`src/rtl/dac_mem_scheduler_pkg.sv`:
```
// dac_mem_scheduler_pkg: sizes, FSM states and checkerboard bank mapping for the output-memory scheduler
package dac_mem_scheduler_pkg;
  localparam int DATA_W = 8;
  localparam int ADDR_W = 5;
  localparam int NUM_BYTES = 8 * (2 ** ADDR_W);
  localparam int CNT_W = $clog2(DATA_W);
  localparam int IDX_W = $clog2(NUM_BYTES);
  typedef enum logic [1:0] {COLLECT, FILL, DONE} state_t;
  // strobe order {even4..even1, odd4..odd1}; even bank when row and column parities differ
  function automatic logic [7:0] bank_sel(input logic [IDX_W-1:0] n);
    return 8'(1) << {n[3] ^ n[0], n[IDX_W-1 -: 2]};
  endfunction
endpackage

```
`src/rtl/dac_mem_scheduler_if.sv`:
```
// dac_mem_scheduler_if: serial input stream and the eight-bank output-memory write port
interface dac_mem_scheduler_if;
  import dac_mem_scheduler_pkg::*;
  logic so_data, so_valid, pi_end;
  logic [DATA_W-1:0] oem_dataout;
  logic [ADDR_W-1:0] oem_addr;
  logic odd1_wr, odd2_wr, odd3_wr, odd4_wr;
  logic even1_wr, even2_wr, even3_wr, even4_wr;
  logic oem_finish;
  modport master (
    input so_data, so_valid, pi_end,
    output oem_dataout, oem_addr, odd1_wr, odd2_wr, odd3_wr, odd4_wr,
    output even1_wr, even2_wr, even3_wr, even4_wr, oem_finish
  );
  modport slave (
    output so_data, so_valid, pi_end,
    input oem_dataout, oem_addr, odd1_wr, odd2_wr, odd3_wr, odd4_wr,
    input even1_wr, even2_wr, even3_wr, even4_wr, oem_finish
  );
endinterface

```
`src/rtl/dac_mem_scheduler_addr_map.sv`:
```
// dac_mem_scheduler_addr_map: byte index to bank address and one-hot write strobe
module dac_mem_scheduler_addr_map
  import dac_mem_scheduler_pkg::*;
(
  input  logic [IDX_W-1:0]  n,
  output logic [ADDR_W-1:0] addr,
  output logic [7:0]        strb
);
  assign addr = n[ADDR_W:1];
  assign strb = bank_sel(n);
endmodule

```
`src/rtl/dac_mem_scheduler.sv`:
```
// dac_mem_scheduler: packs the serial stream into bytes, writes them across the eight banks,
// then zero-fills the remainder after pi_end and signals completion
module dac_mem_scheduler
  import dac_mem_scheduler_pkg::*;
(
  input logic clk,
  input logic reset,
  dac_mem_scheduler_if.master bus
);
  state_t state, state_nx;
  logic [DATA_W-1:0] shreg, shreg_nx, data_nx, data_q;
  logic [CNT_W-1:0] bit_cnt, bit_cnt_nx;
  logic [IDX_W-1:0] byte_idx;
  logic [ADDR_W-1:0] map_addr, addr_q;
  logic [7:0] map_strb, strb_q;
  logic end_seen, ended, last, wr, finish_q;
  dac_mem_scheduler_addr_map u_map (.n(byte_idx), .addr(map_addr), .strb(map_strb));
  assign ended = end_seen | bus.pi_end;
  assign last = byte_idx == IDX_W'(NUM_BYTES - 1);
  always_comb begin
    state_nx = state;
    shreg_nx = shreg;
    bit_cnt_nx = bit_cnt;
    data_nx = '0;
    wr = 1'b0;
    if (state == COLLECT) begin
      if (bus.so_valid) begin
        shreg_nx = {shreg[DATA_W-2:0], bus.so_data};
        bit_cnt_nx = bit_cnt + 1'b1;
        wr = bit_cnt == CNT_W'(DATA_W - 1);
        data_nx = shreg_nx;
      end else if (ended && bit_cnt != '0) begin
        wr = 1'b1;
        data_nx = shreg << (DATA_W - int'(bit_cnt));
        bit_cnt_nx = '0;
      end else if (ended) state_nx = FILL;
    end else if (state == FILL) wr = 1'b1;
    if (wr && last) state_nx = DONE;
  end
  // write outputs load on the same edge that completes a byte, giving one cycle of latency
  always_ff @(posedge clk) begin
    if (reset) begin
      state <= COLLECT;
      shreg <= '0;
      bit_cnt <= '0;
      byte_idx <= '0;
      end_seen <= 1'b0;
      data_q <= '0;
      addr_q <= '0;
      strb_q <= '0;
      finish_q <= 1'b0;
    end else begin
      state <= state_nx;
      shreg <= shreg_nx;
      bit_cnt <= bit_cnt_nx;
      byte_idx <= byte_idx + IDX_W'(wr && !last);
      end_seen <= ended;
      data_q <= wr ? data_nx : '0;
      addr_q <= wr ? map_addr : '0;
      strb_q <= wr ? map_strb : '0;
      finish_q <= state == DONE;
    end
  end
  assign bus.oem_dataout = data_q;
  assign bus.oem_addr = addr_q;
  assign bus.oem_finish = finish_q;
  assign {bus.even4_wr, bus.even3_wr, bus.even2_wr, bus.even1_wr,
          bus.odd4_wr, bus.odd3_wr, bus.odd2_wr, bus.odd1_wr} = strb_q;
endmodule
```
`src/flat_wrapper.sv`:
```
// flat-port wrapper written by rule: the top's interface ports become plain ports
module dac_mem_scheduler_flat import dac_mem_scheduler_pkg::*;
  (clk, reset, bus_so_data, bus_so_valid, bus_pi_end, bus_oem_dataout, bus_oem_addr, bus_odd1_wr, bus_odd2_wr, bus_odd3_wr, bus_odd4_wr, bus_even1_wr, bus_even2_wr, bus_even3_wr, bus_even4_wr, bus_oem_finish);
  dac_mem_scheduler_if bus_i ();
  input logic clk;
  input logic reset;
  input wire logic [$bits(bus_i.so_data)-1:0] bus_so_data;
  input wire logic [$bits(bus_i.so_valid)-1:0] bus_so_valid;
  input wire logic [$bits(bus_i.pi_end)-1:0] bus_pi_end;
  output wire logic [$bits(bus_i.oem_dataout)-1:0] bus_oem_dataout;
  output wire logic [$bits(bus_i.oem_addr)-1:0] bus_oem_addr;
  output wire logic [$bits(bus_i.odd1_wr)-1:0] bus_odd1_wr;
  output wire logic [$bits(bus_i.odd2_wr)-1:0] bus_odd2_wr;
  output wire logic [$bits(bus_i.odd3_wr)-1:0] bus_odd3_wr;
  output wire logic [$bits(bus_i.odd4_wr)-1:0] bus_odd4_wr;
  output wire logic [$bits(bus_i.even1_wr)-1:0] bus_even1_wr;
  output wire logic [$bits(bus_i.even2_wr)-1:0] bus_even2_wr;
  output wire logic [$bits(bus_i.even3_wr)-1:0] bus_even3_wr;
  output wire logic [$bits(bus_i.even4_wr)-1:0] bus_even4_wr;
  output wire logic [$bits(bus_i.oem_finish)-1:0] bus_oem_finish;
  assign bus_i.so_data = bus_so_data;
  assign bus_i.so_valid = bus_so_valid;
  assign bus_i.pi_end = bus_pi_end;
  assign bus_oem_dataout = bus_i.oem_dataout;
  assign bus_oem_addr = bus_i.oem_addr;
  assign bus_odd1_wr = bus_i.odd1_wr;
  assign bus_odd2_wr = bus_i.odd2_wr;
  assign bus_odd3_wr = bus_i.odd3_wr;
  assign bus_odd4_wr = bus_i.odd4_wr;
  assign bus_even1_wr = bus_i.even1_wr;
  assign bus_even2_wr = bus_i.even2_wr;
  assign bus_even3_wr = bus_i.even3_wr;
  assign bus_even4_wr = bus_i.even4_wr;
  assign bus_oem_finish = bus_i.oem_finish;
  dac_mem_scheduler u_core (.clk(clk), .reset(reset), .bus(bus_i));
endmodule
```
`config.mk`:
```
export PLATFORM = sky130hd
export DESIGN_NAME = dac_mem_scheduler_flat
export DESIGN_NICKNAME = d
export VERILOG_FILES = /design/src/rtl/dac_mem_scheduler_pkg.sv /design/src/rtl/dac_mem_scheduler_if.sv /design/src/rtl/dac_mem_scheduler_addr_map.sv /design/src/rtl/dac_mem_scheduler.sv /design/src/flat_wrapper.sv
export SDC_FILE = /design/constraint.sdc
export NUM_CORES = 1
export LEC_CHECK = 0
export BUFFER_PORTS_ARGS = -buffer_cell sky130_fd_sc_hd__buf_4
export CAP_MARGIN = 30
export CORE_UTILIZATION = 55
export DETAILED_ROUTE_END_ITERATION = 12
export MAX_ROUTING_LAYER = met4
export PLACE_DENSITY_LB_ADDON = 0.25
export SLEW_MARGIN = 15
export SYNTH_ARGS = -nofsm -noshare
export SYNTH_HDL_FRONTEND = slang
export SYNTH_HIERARCHICAL = 1
export SYNTH_SLANG_ARGS = --single-unit
```
`constraint.sdc`:
```
create_clock -name clk -period 5.9 [get_ports clk]
set_input_delay 0.295 -clock clk [delete_from_list [all_inputs] [get_ports clk]]
set_output_delay 0.295 -clock clk [all_outputs]
set_load 0.005 [all_outputs]
```
Word level (Yosys, flattened, before mapping)
Cells that the tools add are included.
{"block": "op_classes", "shift": 2, "mux": 13, "n_bitwise": 6, "reduce_logical": 16, "eq_ne": 6, "add_sub_neg": 3}
{"operator": "$shl 8x32->8", "count": 1}
{"operator": "$mux 8", "count": 2}
{"operator": "$mux 2", "count": 5}
{"operator": "$add 8x1->8", "count": 1}
{"operator": "$eq 8x8->1 const B", "count": 1}
{"operator": "$reduce_and 4->1", "count": 2}
{"operator": "$shl 1x3->8 const A", "count": 1}
{"operator": "$mux 3", "count": 2}
{"operator": "$reduce_bool 2->1", "count": 3}
{"operator": "$sub 4x3->5 const A", "count": 1}
{"operator": "$mux 1", "count": 4}
{"operator": "$not 1->1", "count": 4}
{"operator": "$reduce_and 2->1", "count": 2}
{"operator": "$reduce_or 2->1", "count": 2}
{"operator": "$add 3x1->3 const B", "count": 1}
{"operator": "$eq 3x3->1 const B", "count": 1}
{"operator": "$logic_and 1x1->1", "count": 3}
{"operator": "$reduce_bool 3->1", "count": 1}
{"operator": "$reduce_or 3->1", "count": 1}
{"operator": "$eq 2x1->1 const B", "count": 1}
{"operator": "$eq 2x2->1 const B", "count": 1}
{"operator": "$logic_not 2->1", "count": 1}
{"operator": "$ne 2x1->1 const B", "count": 1}
{"operator": "$ne 2x2->1 const B", "count": 1}
{"operator": "other kinds (3)", "count": 3}
{"block": "totals", "elab_cells": 56, "register_bits": 44, "out_inout_bits": 22, "input_bits": 5}

Longest topological paths before layout
{"block": "logic_depth", "ltp_word": 8, "mapped_depth": 11}

By module
Netlist, hierarchy kept.
{"mod": "dac_mem_scheduler", "area_each_um2": 1868.0, "n_inst": 1, "cells_each": 188}
{"mod": "dac_mem_scheduler_addr_map", "area_each_um2": 108.9, "n_inst": 1, "cells_each": 18}

Worst setup path before layout
Ideal clock, no wire load.
{"block": "synth_timing", "kind": "register to register", "start": "register u_core.bit_cnt[0]", "end": "register u_core.byte_idx[5]", "path_buffers": 0, "synth_period_minus_slack_ns": 2.023, "stages_incl_launch_ff": 11, "setup_slack_ns": 3.877, "arrival_ns": 1.953, "setup_ns": 0.071, "t_required_ns": 5.829, "cell_sequence": "dfxtp_1 -> inv_1 -> ha_1 -> ha_1 -> o21ai_4 -> nand2_1 -> nor2_1 -> ha_1 -> nand3_1 -> or3_1 -> a21oi_1"}
{"block": "synth_via", "elab_chain_cells": 7}
{"element": "start, declared", "line": "dac_mem_scheduler.sv:12", "rtl": "logic [CNT_W-1:0] bit_cnt, bit_cnt_nx;"}
{"element": "start signal, assigned", "line": "dac_mem_scheduler.sv:55", "rtl": "bit_cnt <= bit_cnt_nx;"}
{"element": "$reduce_bool 3->1", "line": "dac_mem_scheduler.sv:32", "rtl": "end else if (ended && bit_cnt != '0) begin"}
{"element": "$logic_and 1x1->1", "line": "dac_mem_scheduler.sv:32"}
{"element": "$mux 1", "line": "dac_mem_scheduler.sv:32"}
{"element": "$mux 1 (*)", "line": "dac_mem_scheduler.sv:27", "rtl": "if (bus.so_valid) begin"}
{"element": "$mux 1 (*)", "line": "dac_mem_scheduler.sv:26", "rtl": "if (state == COLLECT) begin"}
{"element": "$logic_and 1x1->1 (*)", "line": "dac_mem_scheduler.sv:56", "rtl": "byte_idx <= byte_idx + IDX_W'(wr && !last);"}
{"element": "$add 8x1->8 (*)", "line": "dac_mem_scheduler.sv:56"}
{"element": "end signal, assigned", "line": "dac_mem_scheduler.sv:56"}
{"element": "end, declared", "line": "dac_mem_scheduler.sv:13", "rtl": "logic [IDX_W-1:0] byte_idx;"}
Every way passes the cells marked *; elsewhere a longest branch is shown, timed or not.
A chain may end at the register's enable or synchronous reset.

Final worst setup path
{"block": "layout_timing", "start": "register u_core.bit_cnt[0]", "end": "register u_core.byte_idx[7]"}
Same word-level chain as after synthesis.

==> metrics.cfg <==
[pwr]
totalPowerFinal_mw = 0.570
seq_power_share = 0.550
power.share.combinational = 0.130
switching_share = 0.255
power_per_cell_area_nw_per_um2 = 257
cellLeakagePower_nw = 0.881
net-switching-power_mw = 0.145
vdd.ir_drop.worst_v = 0.000219
internal_power_mw = 0.425
clock_power_share = 0.320

[sta]
timing.clock.skew_ns = 0.0106
rsz0062_at_grt = false
maxClockFrequency_mhz = 383
timing.final.crit_share = 0.442
report.final.setup_viol = 0
worstMarginPinSlew_ns = 0.552
fin_crit_ns = 2.61
timing.max_slew.rel_slack = 0.632
finalHoldViolCount = 0
report.final.slew_viol_count = 0
totalNegativeSetupSlack_ns = 0

[synthesis]
synth.distinct_cells = 39
mappedNetlistArea_sq_um = 1980
synth.net_count = 217
postSynthCellCount = 206
post_synth.cell_area_avg_sq_um = 9.60
netlist.area_leader.share = 0.446
synthDominantAreaCellType = sky130_fd_sc_hd__dfxtp_1
seq_area_frac_synth = 0.446
synth_top_cells_by_area = sky130_fd_sc_hd__dfxtp_1 45%, sky130_fd_sc_hd__mux2i_1 8.1%, sky130_fd_sc_hd__nor2_1 6.6%
postSynthRegisterBits = 44
yosysWarnings = 6

[routing]
maxUsedRoutingLayer = met4
ant_nets = 0
drc = 0
initialDrtViolationCount = 78
met3RoutedLength_um = 169
wl_per_cell_um = 13.2
met1_length_mm = 1.50
1st_pass_router_iterations = 4
dr_total_vias = 1447
met2_wirelength_mm = 1.88
vias_per_cell = 5.32
route.final.wire_length_mm = 3.59

[grt]
grt_max_degree = 26
via_count_of_the_first_global_routing_pass = 1227
globalRouteTotalUtil = 0.212
first_pass_grt_wire_length_mm = 5.54
globalRoute.totalOverflow = 0
antenna_found_initial = 0

[layout]
layout-drive-gt1-share = 0.195
mostFrequentLayoutCells = 44 x sky130_fd_sc_hd__dfxtp_1, 35 x sky130_fd_sc_hd__nor2_1, 26 x sky130_fd_sc_hd__buf_4
layout.nets = 236
antenna_cells = 0
layout_commonest_cell = sky130_fd_sc_hd__dfxtp_1
area.growth.synth_to_final_pct = 12.2

[critical_path]
startpoint_type = flop
rr_startpoint = u_core/bit_cnt[0]
timing.critical_path.fanout_max = 12
worstReg2RegEnd = u_core/byte_idx[7]
worst_case_register_to_register_setup_slack_ns = 3.29
timing_worst_setup_path_type = flop to flop
critical_path_arrival_ns = 2.90
timing.reg2reg.worst_path_depth = 10
end_kind = flop
timing.critical_path.required_ns = 6.20

[clocking]
cts_hold_repair.buffers = 0
cts_htree_levels = 2
clk_pin_slew_ns = 0.12
post_cts_resize_count = 0
clock_insertion_delay_worst_skew_ns = 0.35
clock_sink_count = 44
numCtsBuffers = 5
cts_root_buf = sky130_fd_sc_hd__clkbuf_4
post-cts-setup-buffer-count = 0
cts.path.max_buffers = 2
tritoncts = yes

[min_path]
timing.hold.worst.class = input pin to flop
hold_path_depth = 3
hold_start = bus_so_data
worstHoldEndpoint = u_core/bus.oem_dataout[0]

[floorplanning]
initial_core_util = 0.583
die_area_sq_um = 3840
num_io_pins = 27
fp.coreArea_sq_um = 3390
die_h_um = 62.0
num_rows = 21
chip_width_um = 62.0

[placement]
dp.final_hpwl_mm = 2.54
port-buffer-count = 26
globalplace.congestion = 0.882

[status]
run_status = complete, no violations

[run]
max-cap-violations = 0

## cell usage after synthesis
library cell,n
sky130_fd_sc_hd__o21ai_0,5
sky130_fd_sc_hd__nand3_1,4
sky130_fd_sc_hd__buf_6,1
sky130_fd_sc_hd__nand3b_1,2
sky130_fd_sc_hd__nor2b_4,1
sky130_fd_sc_hd__buf_4,7
sky130_fd_sc_hd__a31oi_1,1
sky130_fd_sc_hd__o21bai_4,1
sky130_fd_sc_hd__nand2b_1,2
sky130_fd_sc_hd__mux2i_1,16
sky130_fd_sc_hd__nor3_1,8
sky130_fd_sc_hd__o21ai_4,1
sky130_fd_sc_hd__inv_1,4
sky130_fd_sc_hd__clkbuf_1,4
sky130_fd_sc_hd__nand4_1,2
sky130_fd_sc_hd__dfxtp_1,44
sky130_fd_sc_hd__and2_1,14
sky130_fd_sc_hd__o22ai_2,1
sky130_fd_sc_hd__ha_1,6
sky130_fd_sc_hd__mux4_2,2
sky130_fd_sc_hd__a32oi_1,2
sky130_fd_sc_hd__nor3b_4,1
sky130_fd_sc_hd__xnor2_1,2
sky130_fd_sc_hd__o22ai_1,3
sky130_fd_sc_hd__o211ai_1,1
sky130_fd_sc_hd__a221oi_2,1
sky130_fd_sc_hd__nor4_2,1
sky130_fd_sc_hd__a311oi_1,1
sky130_fd_sc_hd__a21oi_1,6
sky130_fd_sc_hd__a22oi_1,4
sky130_fd_sc_hd__nor2b_1,2
sky130_fd_sc_hd__and3_1,1
sky130_fd_sc_hd__nand2_1,10
sky130_fd_sc_hd__or3_1,2
sky130_fd_sc_hd__buf_2,2
sky130_fd_sc_hd__nor2_1,35
sky130_fd_sc_hd__nor3_2,1
sky130_fd_sc_hd__xor2_1,4
sky130_fd_sc_hd__o21ba_2,1
## layer usage
layer  global-route usage  up-vias
met3               0.0704        6
met1                0.231      658
li1                     -      739
met5                    -        -
met2                0.350       44
met4               0.0952        0
## cell families after synthesis
logic type / share of synthesized area
AO/OA/AOI/OAI: 0.109
XOR/XNOR: 0.0266
buffers and inverters: 0.0525
flip-flops: 0.446
AND/OR/NAND/NOR: 0.224
multiplexers: 0.104
adder cells (fa/ha/maj): 0.0380
## metrics by stage
step	hold slack (ns)	utilization	area [sq um]	worst slack (ns)	cells
global route	0.168	0.654	2220	3.03	272
finish	0.169	0.654	2220	3.29	272
detailed placement	0.502	0.632	2140	3.32	264
global placement	0.485	0.632	2140	3.48	264
CTS	0.157	0.654	2220	3.28	272
floorplan	0.426	-	1980	3.88	206
## state kept, by name, indices dropped and copies added (netlist names)
| register | cells |
|---|---|
| u_core/bus.oem_dataout | 8 |
| u_core/bus.oem_addr | 5 |
| u_core/state | 2 |
| u_core/strb_q | 8 |
| u_core/bit_cnt | 3 |
| u_core/byte_idx | 8 |
| u_core/end_seen | 1 |
| u_core/bus.oem_finish | 1 |
| u_core/shreg | 8 |
## cell type report
class,count,area (sq um)
fill,300,1170
multi-input combinational,144,992
sequential,44,881
timing repair buffer,26,195
tap,46,57.6
clock buffer,6,41.3
clock inverter,2,35.0
inverter,4,15.0
## worst max-delay path by stage
stage	endpoint	cells past startpoint	slack (ns)	startpoint
6_report	u_core/byte_idx[7]	10	3.29	u_core/bit_cnt[0]
2_1_floorplan	u_core/byte_idx[5]	10	3.88	u_core/bit_cnt[0]
3_3_place_gp	u_core/byte_idx[7]	10	3.48	u_core/bit_cnt[0]
3_5_place_dp	u_core/byte_idx[7]	10	3.32	u_core/bit_cnt[0]
5_1_grt	u_core/byte_idx[7]	10	3.03	u_core/bit_cnt[0]
4_1_cts	u_core/byte_idx[7]	10	3.28	u_core/bit_cnt[0]
## power groups by stage
| stage | combinational (mW) | sequential, mW | clock [mW] |
|---|---|---|---|
| 3_5_place_dp | 0.0736 | 0.320 | 0 |
| 3_3_place_gp | 0.0721 | 0.319 | 0 |
| 6_report | 0.0742 | 0.313 | 0.182 |
| 2_1_floorplan | 0.0655 | 0.316 | 0 |
| 5_1_grt | 0.0819 | 0.315 | 0.202 |
| 4_1_cts | 0.0744 | 0.313 | 0.189 |
## critical path, stage by stage, from the launching register on
cell and delay, ns:
sky130_fd_sc_hd__dfxtp_1 0.59, sky130_fd_sc_hd__inv_1 0.21, sky130_fd_sc_hd__ha_1 0.25, sky130_fd_sc_hd__ha_1 0.27, sky130_fd_sc_hd__o21ai_4 0.23, sky130_fd_sc_hd__nand2_1 0.07, sky130_fd_sc_hd__nor2_1 0.09, sky130_fd_sc_hd__ha_1 0.17
sky130_fd_sc_hd__nand3_1 0.17, sky130_fd_sc_hd__or3_1 0.36, sky130_fd_sc_hd__a21oi_1 0.15
Power figures use the tool's default switching activity.
